===== src/rtl/custom_mux_arbiter.sv =====
// custom_mux_arbiter: round-robin arbiter between two requesters feeding a
// select/add/subtract unit; one operation per IDLE->EXEC->DONE pass.
module custom_mux_arbiter #(
    parameter int WIDTH = 8
) (
    input  logic             clk,
    input  logic             rst,
    input  logic             req0,
    input  logic [1:0]       op0,
    input  logic [WIDTH-1:0] a0,
    input  logic [WIDTH-1:0] b0,
    input  logic             req1,
    input  logic [1:0]       op1,
    input  logic [WIDTH-1:0] a1,
    input  logic [WIDTH-1:0] b1,
    output logic             gnt0,
    output logic             gnt1,
    output logic [WIDTH-1:0] result,
    output logic             carry,
    output logic             valid,
    output logic             owner,
    output logic             busy
);
    typedef enum logic [1:0] {IDLE, EXEC, DONE} state_t;
    state_t r_state, w_next;
    logic r_last, r_gnt0, r_gnt1, r_valid, r_owner, r_busy, r_carry;
    logic [1:0] r_op;
    logic [WIDTH-1:0] r_a, r_b, r_result;
    logic w_take, w_win;
    logic [WIDTH:0] w_res;
    // On a tie the requester that did not win last time takes the grant
    assign w_take = (r_state == IDLE) && (req0 || req1);
    assign w_win  = (req0 && req1) ? !r_last : req1;
    always_comb begin
        w_next = r_state == EXEC ? DONE : w_take ? EXEC : IDLE;
        // Bit WIDTH of the zero-extended difference is the unsigned borrow
        w_res  = r_op == 2'b00 ? {1'b0, r_a} :
                 r_op == 2'b01 ? {1'b0, r_b} :
                 r_op == 2'b10 ? {1'b0, r_a} + {1'b0, r_b} :
                                 {1'b0, r_a} - {1'b0, r_b};
    end
    always_ff @(posedge clk) begin
        if (rst) r_state <= IDLE;
        else     r_state <= w_next;
    end
    always_ff @(posedge clk) begin
        if (rst) begin
            r_gnt0   <= 1'b0;
            r_gnt1   <= 1'b0;
            r_valid  <= 1'b0;
            r_busy   <= 1'b0;
            r_result <= '0;
            r_carry  <= 1'b0;
            r_owner  <= 1'b0;
            r_last   <= 1'b1;
            r_op     <= '0;
            r_a      <= '0;
            r_b      <= '0;
        end else begin
            r_gnt0  <= w_take && !w_win;
            r_gnt1  <= w_take && w_win;
            r_valid <= r_state == EXEC;
            r_busy  <= w_next != IDLE;
            if (w_take) begin
                r_op   <= w_win ? op1 : op0;
                r_a    <= w_win ? a1 : a0;
                r_b    <= w_win ? b1 : b0;
                r_last <= w_win;
            end
            if (r_state == EXEC) begin
                r_result <= w_res[WIDTH-1:0];
                r_carry  <= w_res[WIDTH];
                r_owner  <= r_last;
            end
        end
    end
    assign gnt0   = r_gnt0;
    assign gnt1   = r_gnt1;
    assign valid  = r_valid;
    assign busy   = r_busy;
    assign result = r_result;
    assign carry  = r_carry;
    assign owner  = r_owner;
endmodule


===== config.mk =====
export PLATFORM = sky130hd
export DESIGN_NAME = custom_mux_arbiter
export DESIGN_NICKNAME = d
export VERILOG_FILES = /design/src/rtl/custom_mux_arbiter.sv
export SDC_FILE = /design/constraint.sdc
export NUM_CORES = 1
export LEC_CHECK = 0
export CAP_MARGIN = 40
export CORE_ASPECT_RATIO = 0.5
export CORE_UTILIZATION = 65
export CTS_BUF_LIST = sky130_fd_sc_hd__clkbuf_4
export DETAILED_ROUTE_END_ITERATION = 7
export DONT_BUFFER_PORTS = 1
export GPL_TIMING_DRIVEN = 0
export PLACE_DENSITY = 0.92
export SYNTH_ARGS = -nofsm -noshare
export SYNTH_HDL_FRONTEND = slang
export SYNTH_SLANG_ARGS = --single-unit

===== constraint.sdc =====
create_clock -name clk -period 3.1 [get_ports clk]
set_input_delay 0.31 -clock clk [delete_from_list [all_inputs] [get_ports clk]]
set_output_delay 0.31 -clock clk [all_outputs]
set_load 0.05 [all_outputs]

==> results of run 1 <==
## flip-flops by register name, summed over array words and instances (netlist names)
register / flops
busy: 1
carry: 1
gnt0: 1
gnt1: 1
owner: 1
r_a: 8
r_b: 8
r_last: 1
r_op: 2
r_state: 2
result: 8
## power by group through the flow
| stage | clock network [uW] | registers, uW | logic, uW |
|---|---|---|---|
| after global routing | 270 | 561 | 461 |
| after global placement | 0 | 561 | 381 |
| after CTS | 247 | 554 | 407 |
| after detailed placement | 0 | 564 | 404 |
| final | 254 | 556 | 415 |
| after floorplan | 0 | 552 | 323 |
## synth_stat cells (5+ instances only)
master and count:
xor2_1 5, mux2i_1 5, dfxtp_1 34, nor2_1 37, a222oi_1 18, a211oi_1 7
a21oi_1 12, ha_1 10, clkbuf_1 10, inv_1 10, o21ai_0 10, nand2_1 11
nor3_1 6
## cell families (layout without fill, tap and decap cells)
logic type / Yosys count / count (layout) / synth area share
adders and majority gates: 11 / 11 / 0.0755
buffers and inverters: 24 / 32 / 0.0488
muxes: 8 / 8 / 0.0436
xor gates and xnor gates: 8 / 8 / 0.0365
and+or+nand+nor: 70 / 70 / 0.169
DFF: 34 / 34 / 0.354
AOI/OAI and AO/OA: 66 / 66 / 0.273
## per-stage QoR
| step | instances | total power (uW) |
|---|---|---|
| final | 266 | 1220 |
| after detailed placement | 258 | 968 |
| after CTS | 266 | 1210 |
| after floorplan | 221 | 876 |
| after global routing | 266 | 1290 |
| after global placement | 258 | 942 |
## final cells by class
| cell class | instances | area, um2 | area share |
|---|---|---|---|
| Sequential cell | 34 | 681 | 0.336 |
| Buffer | 13 | 52.6 | 0.0260 |
| Inverter | 11 | 41.3 | 0.0204 |
| Clock inverter | 2 | 8.76 | 0.00433 |
| Clock buffer | 6 | 45.0 | 0.0222 |
| Tap cell | 37 | 46.3 | 0.0229 |
| Multi-Input combinational cell | 163 | 1150 | 0.568 |
## repair_timing
action | CTS | global route
setup buffers | 0 | 0
endpoints found under the setup margin | 0 | 1
endpoints found under the hold margin | 0 | 0
gates resized for setup | 0 | 1
## layer usage
layer,up-vias,GRT usage,wire length [um]
met5,-,0,0
met4,0,0.145,96
met3,12,0.100,633
met2,112,0.535,2020
met1,824,0.473,2250
li1,848,-,-
## final timing paths
path              startpoint        end  slack, ns  cells after the start
setup / recovery     r_op[1]  result[6]       0.25                     11
hold / removal          req1       gnt0       0.04                      1
setup reg to reg     r_op[1]  result[6]       0.25                     11
hold reg to reg       r_last      owner       0.52                      2
==> impl_metrics.tcl, run 1 <==
set metrics [dict create \
    status "complete, no violations" \
    yosysTopAreaCell "dfxtp_1" \
    async_reset_ff_frac 0 \
    critPathArrivalTime_ns 3.11 \
    crit_fanout 10 \
    track_usage 0.350 \
    route.detailed.drc 0 \
    synth_top_area_frac 0.354 \
    p_sw_frac 0.396 \
    cpMaxStageDelayCell "mux2_2" \
    antenna_found_initial 0 \
    p_switching_uw 485 \
    synth_edf_count 0 \
    start_util 0.712 \
    fin_crit_sh 0.920 \
    mostFrequentLayoutCell "nor2_1" \
    grt_pass1_vias 1562 \
    min_path_type "in -> reg" \
    holdWs_ns 0.0401 \
    utilization 0.750 \
    fmax_ghz 0.351 \
    grt_pass1_wl_um 7760 \
    cp_data_required_time_ns 3.36 \
    vias 1796 \
    clockBufferDepth 2 \
    io_buffer_count 0 \
    gp_congestion 0.913 \
    worstSetupEndpointType "register" \
    clock_sinks 34 \
    numCtsBuffers 5 \
    die_area_um2 3190 \
    fin_skew_ns 0.00931 \
    final_area_um2 2020 \
    drtIter0Drc 245 \
    crit_chain "buf_2 > inv_2 > nor2_2 > mux2_2 > inv_1 > fa_1 > nor2b_4 > o2111a_1 > a2111oi_4 > xor2_1 > a311oi_1" \
    ys.flop_type "dfxtp_1" \
    hold_viol_final 0 \
    path_delay_family "compound AO/OA/AOI/OAI gates" \
    io_pins 54 \
    synth.yosys.seq_area_share 0.354 \
    pre_cts_slack_ns 0.183 \
    slowest_delay_ns 0.40 \
    ant_nets 0 \
    coreArea_um2 2700 \
    clock_power_share 0.207 \
    die_x_um 78.9 \
    synth_top_cells_by_area "dfxtp_1 35%, a222oi_1 9.4%, nor2_1 7.2%, ha_1 6.5%, a21oi_1 3.1%" \
    synth_seq_cells 34 \
    slew_headroom 0.587 \
    cp-start-kind "register" \
    post-dp-hpwl_um 3860 \
    tritoncts "yes" \
    clkTransAtPathRegs_ns 0.11 \
    syn_area_per_cell_um2 8.70 \
    tightest_slew_ns 0.612 \
    tns_ns 0 \
    setup_viol_count_final 0 \
    area_delta_synth_final_pct 5.34 \
    crit_type "reg -> reg" \
    ir_worst_vdd_mv 0.402 \
    p_comb_frac 0.339 \
    layout.nets 279 \
    synth_nets 272 \
    p_per_area_nw_per_um2 605 \
    setup_ws_ns 0.249 \
    root_buffer "clkbuf_4" \
    dpl_cell_area_um2 1970 \
    pwr-share-seq 0.454 \
    path_buf_inv 3 \
    ys_types 44 \
    drv_cap 0 \
    dieHeight_um 40.5 \
    dr.pass1.iters 5 \
    rows 13 \
    avgRoutedWirePerCell_um 18.8 \
    drt-vias-per-instance 6.75 \
    drt_wl_total_um 5000 \
    antenna_cells 0 \
    clk_latency_ns 0.35 \
    min_period_ns 2.85 \
    grt_max_degree 11 \
    grt.overflow.total 0 \
    final_layout_size_suffix_gt1_frac 0.0873 \
    synth-warning-count 0 \
    maxSlewViolCount 0 \
    final_cell_mix "36 x nor2_1, 34 x dfxtp_1, 18 x a222oi_1" \
    rsz0062_at_grt "no" \
    nFillCells 215 \
    p_int_uw 739 \
    syn_area_um2 1920 \
    h-tree-depth 2 \
    syn_inst 221 \
    p_leak_uw 0.000798 \
    ctsHoldBuffers 0 \
]
No activity file was read; power rests on OpenSTA's default activity.
==> inputs of run 2 (changes only) <==
GPL_TIMING_DRIVEN = default   (was 0)
SETUP_SLACK_MARGIN = 0.5   (was default)
==> impl_metrics.tcl, run 2 (synthesis gave the netlist of run 1 again) <==
set metrics [dict create \
    coreArea_um2 2700 \
    tns_ns 0 \
    crit_fanout 10 \
    dr.pass1.iters 8 \
    start_util 0.712 \
    fmax_ghz 0.398 \
    hold_start "rst" \
    die_x_um 78.9 \
    critPathArrivalTime_ns 2.76 \
    grt.overflow.total 0 \
    vias 1758 \
    drt-vias-per-instance 6.81 \
    crit_type "reg -> reg" \
    clock_power_share 0.189 \
    dieHeight_um 40.5 \
    p_per_area_nw_per_um2 587 \
    avgRoutedWirePerCell_um 18.0 \
    layout.nets 271 \
    tritoncts "yes" \
    ir_worst_vdd_mv 0.382 \
    min_period_ns 2.52 \
    dpl_cell_area_um2 1940 \
    ff2ff_setup_slack_ns 0.58 \
    mostFrequentLayoutCell "nor2_1" \
    maxSlewViolCount 0 \
    r2r-start "r_op[1]" \
    ant_nets 0 \
    post-dp-hpwl_um 3400 \
    final-instance-count-excl-fill 258 \
    cp-start-kind "register" \
    fin_skew_ns 0.0113 \
    final_area_um2 2030 \
    die_area_um2 3190 \
    p_switching_uw 460 \
    slew_headroom 0.454 \
    rsz0062_at_grt "no" \
    nFillCells 211 \
    clockBufferDepth 2 \
    cp_data_required_time_ns 3.35 \
    rows 13 \
    antenna_found_initial 0 \
    grt_max_degree 38 \
    status "complete, no violations" \
    final_cell_mix "36 x nor2_1, 31 x dfxtp_1, 18 x a222oi_1" \
    dp.cells 248 \
    io_pins 54 \
    track_usage 0.307 \
    clkTransAtPathRegs_ns 0.11 \
    hold_viol_final 0 \
    numCtsBuffers 5 \
    route.detailed.drc 0 \
    min_path_type "in -> reg" \
    pwr-share-seq 0.468 \
    fin_crit_sh 0.811 \
    drtIter0Drc 225 \
    root_buffer "clkbuf_4" \
    area_delta_synth_final_pct 5.73 \
    tightest_slew_ns 0.820 \
    setup_viol_count_final 0 \
    antenna_cells 0 \
    setup_ws_ns 0.585 \
    p_int_uw 734 \
    h-tree-depth 2 \
    clock_sinks 34 \
    gp_congestion 0.903 \
    io_buffer_count 0 \
    pre_cts_slack_ns 0.364 \
    ctsHoldBuffers 0 \
    worstSetupEndpointType "register" \
    grt_pass1_vias 1394 \
    clk_latency_ns 0.33 \
    drt_wl_total_um 4640 \
    p_sw_frac 0.385 \
    drv_cap 0 \
    p_leak_uw 0.000800 \
    final_layout_size_suffix_gt1_frac 0.122 \
    startpoint "r_op[1]" \
    grt_pass1_wl_um 6780 \
    p_comb_frac 0.343 \
]
-- run 2: power by group through the flow --
| stage | sequential (uW) | clock, uW | combinational, uW |
|---|---|---|---|
| after floorplan | 552 | 0 | 323 |
| after global placement | 565 | 0 | 374 |
| after detailed placement | 566 | 0 | 385 |
| after CTS | 557 | 229 | 391 |
| after global routing | 564 | 248 | 445 |
| final | 559 | 225 | 409 |
-- run 2: area by class of cell --
cell class | instances | area (um2) | area share
Tap cell | 37 | 46.3 | 0.0228
Sequential cell | 34 | 687 | 0.338
Multi-Input combinational cell | 163 | 1170 | 0.575
Clock inverter | 3 | 11.3 | 0.00554
Timing Repair Buffer | 5 | 37.5 | 0.0185
Clock buffer | 5 | 37.5 | 0.0185
Inverter | 11 | 43.8 | 0.0216
-- run 2: path summary, 6_finish.rpt --
check | cells after the start | to
setup / recovery | 11 | result[6]
hold / removal | 1 | gnt1
setup reg to reg | 11 | result[6]
hold reg to reg | 2 | owner
-- run 2: repair_timing --
| action | in CTS | in global routing |
|---|---|---|
| gates resized for setup | 3 | 7 |
| setup buffers | 0 | 2 |
| setup endpoints to repair | 3 | 3 |
-- run 2: critical path, cell delays in order (launching register included) --
cell and delay (ns):
dfxtp_4 0.40, inv_4 0.07, nor2_2 0.14, buf_4 0.15
nor2_1 0.05, xor2_1 0.13, ha_1 0.34, nor2b_4 0.16
o2111a_1 0.26, a2111oi_4 0.34, xor2_1 0.11, a311oi_1 0.28
-- run 2: metal layers --
metal  share of wire  vias to the layer above  GRT usage
met3            0.14                       17      0.114
met4           0.015                        0      0.123
met1            0.45                      784      0.398
met2            0.39                      127      0.472
met5               0                        -          0
li1                -                      830          -
-- run 2: stage by stage --
stage	hold WS, ns	power (uW)	utilization
3_3_place_gp	0.383	939	0.718
5_1_grt	0.00458	1260	0.753
2_1_floorplan	0.409	876	-
6_report	0.0268	1190	0.753
4_1_cts	0.0149	1180	0.739
3_5_place_dp	0.384	952	0.718
==> inputs of run 3 (changes only) <==
clock period = 2.5 ns   (was 3.1 ns; I/O delays follow)
==> impl_metrics.tcl, run 3 (synthesis gave the netlist of run 1 again) <==
set metrics [dict create \
    final_area_um2 2470 \
    vias 2308 \
    nFillCells 99 \
    p_per_area_nw_per_um2 829 \
    route.detailed.drc 22 \
    dr.pass1.iters 8 \
    antenna_found_initial 1 \
    rsz0062_at_grt "yes" \
    critPathArrivalTime_ns 2.88 \
    clk_latency_ns 0.39 \
    drv_cap 0 \
    gp_congestion 0.873 \
    grt_max_degree 32 \
    drtIter0Drc 671 \
    crit_chain "buf_4 > buf_4 > nor3_2 > nor2_1 > xor2_1 > ha_1 > buf_6 > o21ai_2 > o211ai_1 > a21oi_1 > a31oi_1 > o21ai_0" \
    min_path_type "in -> reg" \
    fin_skew_ns 0.0168 \
    final-instance-count-excl-fill 278 \
    mostFrequentLayoutCell "nor2_1" \
    avgRoutedWirePerCell_um 31.8 \
    p_int_uw 1180 \
    setup_ws_ns -0.120 \
    ir_worst_vdd_mv 0.763 \
    p_leak_uw 0.000939 \
    io_pins 54 \
    tightest_slew_ns 0.740 \
    root_buffer "clkbuf_4" \
    dp.cells 251 \
    layout.nets 289 \
    h-tree-depth 2 \
    tns_ns -0.187 \
    io_buffer_count 0 \
    critPathMostFrequentCell "buf_4" \
    fmax_ghz 0.382 \
    path_delay_family "compound AO/OA/AOI/OAI gates" \
    maxSlewViolCount 0 \
    p_sw_frac 0.424 \
    status "complete, but fails checks" \
    crit_type "reg -> reg" \
    final_cell_mix "32 x nor2_1, 31 x dfxtp_1, 18 x a222oi_1" \
    final_layout_size_suffix_gt1_frac 0.318 \
    clockBufferDepth 2 \
    die_area_um2 3190 \
    crit_fanout 4 \
    clock_sinks 34 \
    hold_viol_final 0 \
    fin_crit_sh 1.05 \
    min_period_ns 2.62 \
    slowest_delay_ns 0.38 \
    regArea_um2 692 \
    ant_nets 0 \
    violations "design-rule violations, negative setup slack" \
    setup_viol_count_final 3 \
    path_buf_inv 3 \
    grt_pass1_wl_um 9850 \
    clkTransAtPathRegs_ns 0.13 \
    cpMaxStageDelayCell "dfxtp_4" \
    rows 13 \
    tritoncts "yes" \
    coreArea_um2 2700 \
    dpl_cell_area_um2 1990 \
    cp-start-kind "register" \
    numCtsBuffers 5 \
    die_x_um 78.9 \
    multi_input_area_um2 1370 \
    worstSetupEndpointType "register" \
    track_usage 0.451 \
    clock_power_share 0.221 \
    p_switching_uw 868 \
    slew_headroom 0.507 \
    p_comb_frac 0.436 \
    ff2ff_setup_slack_ns -0.12 \
    cp_data_required_time_ns 2.76 \
    drt-vias-per-instance 8.30 \
    pwr-share-seq 0.343 \
    post-dp-hpwl_um 3650 \
    total_power_uw 2050 \
    start_util 0.712 \
    dieHeight_um 40.5 \
    area_delta_synth_final_pct 28.5 \
    drt_wl_total_um 8830 \
    grt.overflow.total 0 \
    grt_pass1_vias 1870 \
]
## run 3: repair_timing
item,in CTS,in global routing
endpoints found under the hold margin,31,1
pin swaps,13,19
hold buffers,2,1
gates resized for setup,30,26
cloned,0,0
endpoints found under the setup margin,8,15
setup buffers,10,3
## run 3: cell type report
cell class,count,share of cell area
Multi-Input combinational cell,163,0.554
Sequential cell,34,0.280
Timing Repair Buffer,23,0.0887
Inverter,11,0.0228
Tap cell,37,0.0188
Clock inverter,3,0.0182
Clock buffer,5,0.0152
Antenna cell,2,0.00203
## run 3: per-layer routing
layer  vias to the layer above  global-route usage  share of wire
met5                         -                   0              0
met2                       312               0.735           0.37
met4                         0               0.300          0.095
met1                      1021               0.512           0.34
met3                       109               0.191           0.19
li1                        866                   -              -
## run 3: worst register-to-register path, stage by stage (launching register included)
cell,delay [ns]
dfxtp_4,0.38
buf_4,0.16
buf_4,0.15
nor3_2,0.13
nor2_1,0.09
xor2_1,0.15
ha_1,0.35
buf_6,0.14
o21ai_2,0.06
o211ai_1,0.36
a21oi_1,0.16
a31oi_1,0.22
o21ai_0,0.13
## run 3: stage by stage
| stage | setup slack, ns | hold WS, ns | utilization |
|---|---|---|---|
| 3_5_place_dp | 0.117 | 0.322 | 0.737 |
| 4_1_cts | 0.182 | 0.00508 | 0.849 |
| 3_3_place_gp | 0.162 | 0.319 | 0.737 |
| 6_report | -0.120 | 0.0102 | 0.914 |
| 5_1_grt | -0.129 | 0.0178 | 0.913 |
| 2_1_floorplan | 0.264 | 0.349 | - |
## run 3: worst paths after layout
kind / startpoint / end / cells past startpoint
worst max-delay path: r_b[0] / result[7] / 12
worst min register to register: r_last / owner / 2
worst max register to register: r_b[0] / result[7] / 12
worst min-delay path: a0[4] / r_a[4] / 2
## run 3: power groups by stage
stage                     Combinational [uW]  Sequential [uW]  Clock [uW]
after floorplan                          411              687           0
after global placement                   482              696           0
after detailed placement                 501              699           0
after CTS                                657              687         420
after global routing                     908              702         468
final                                    893              701         451
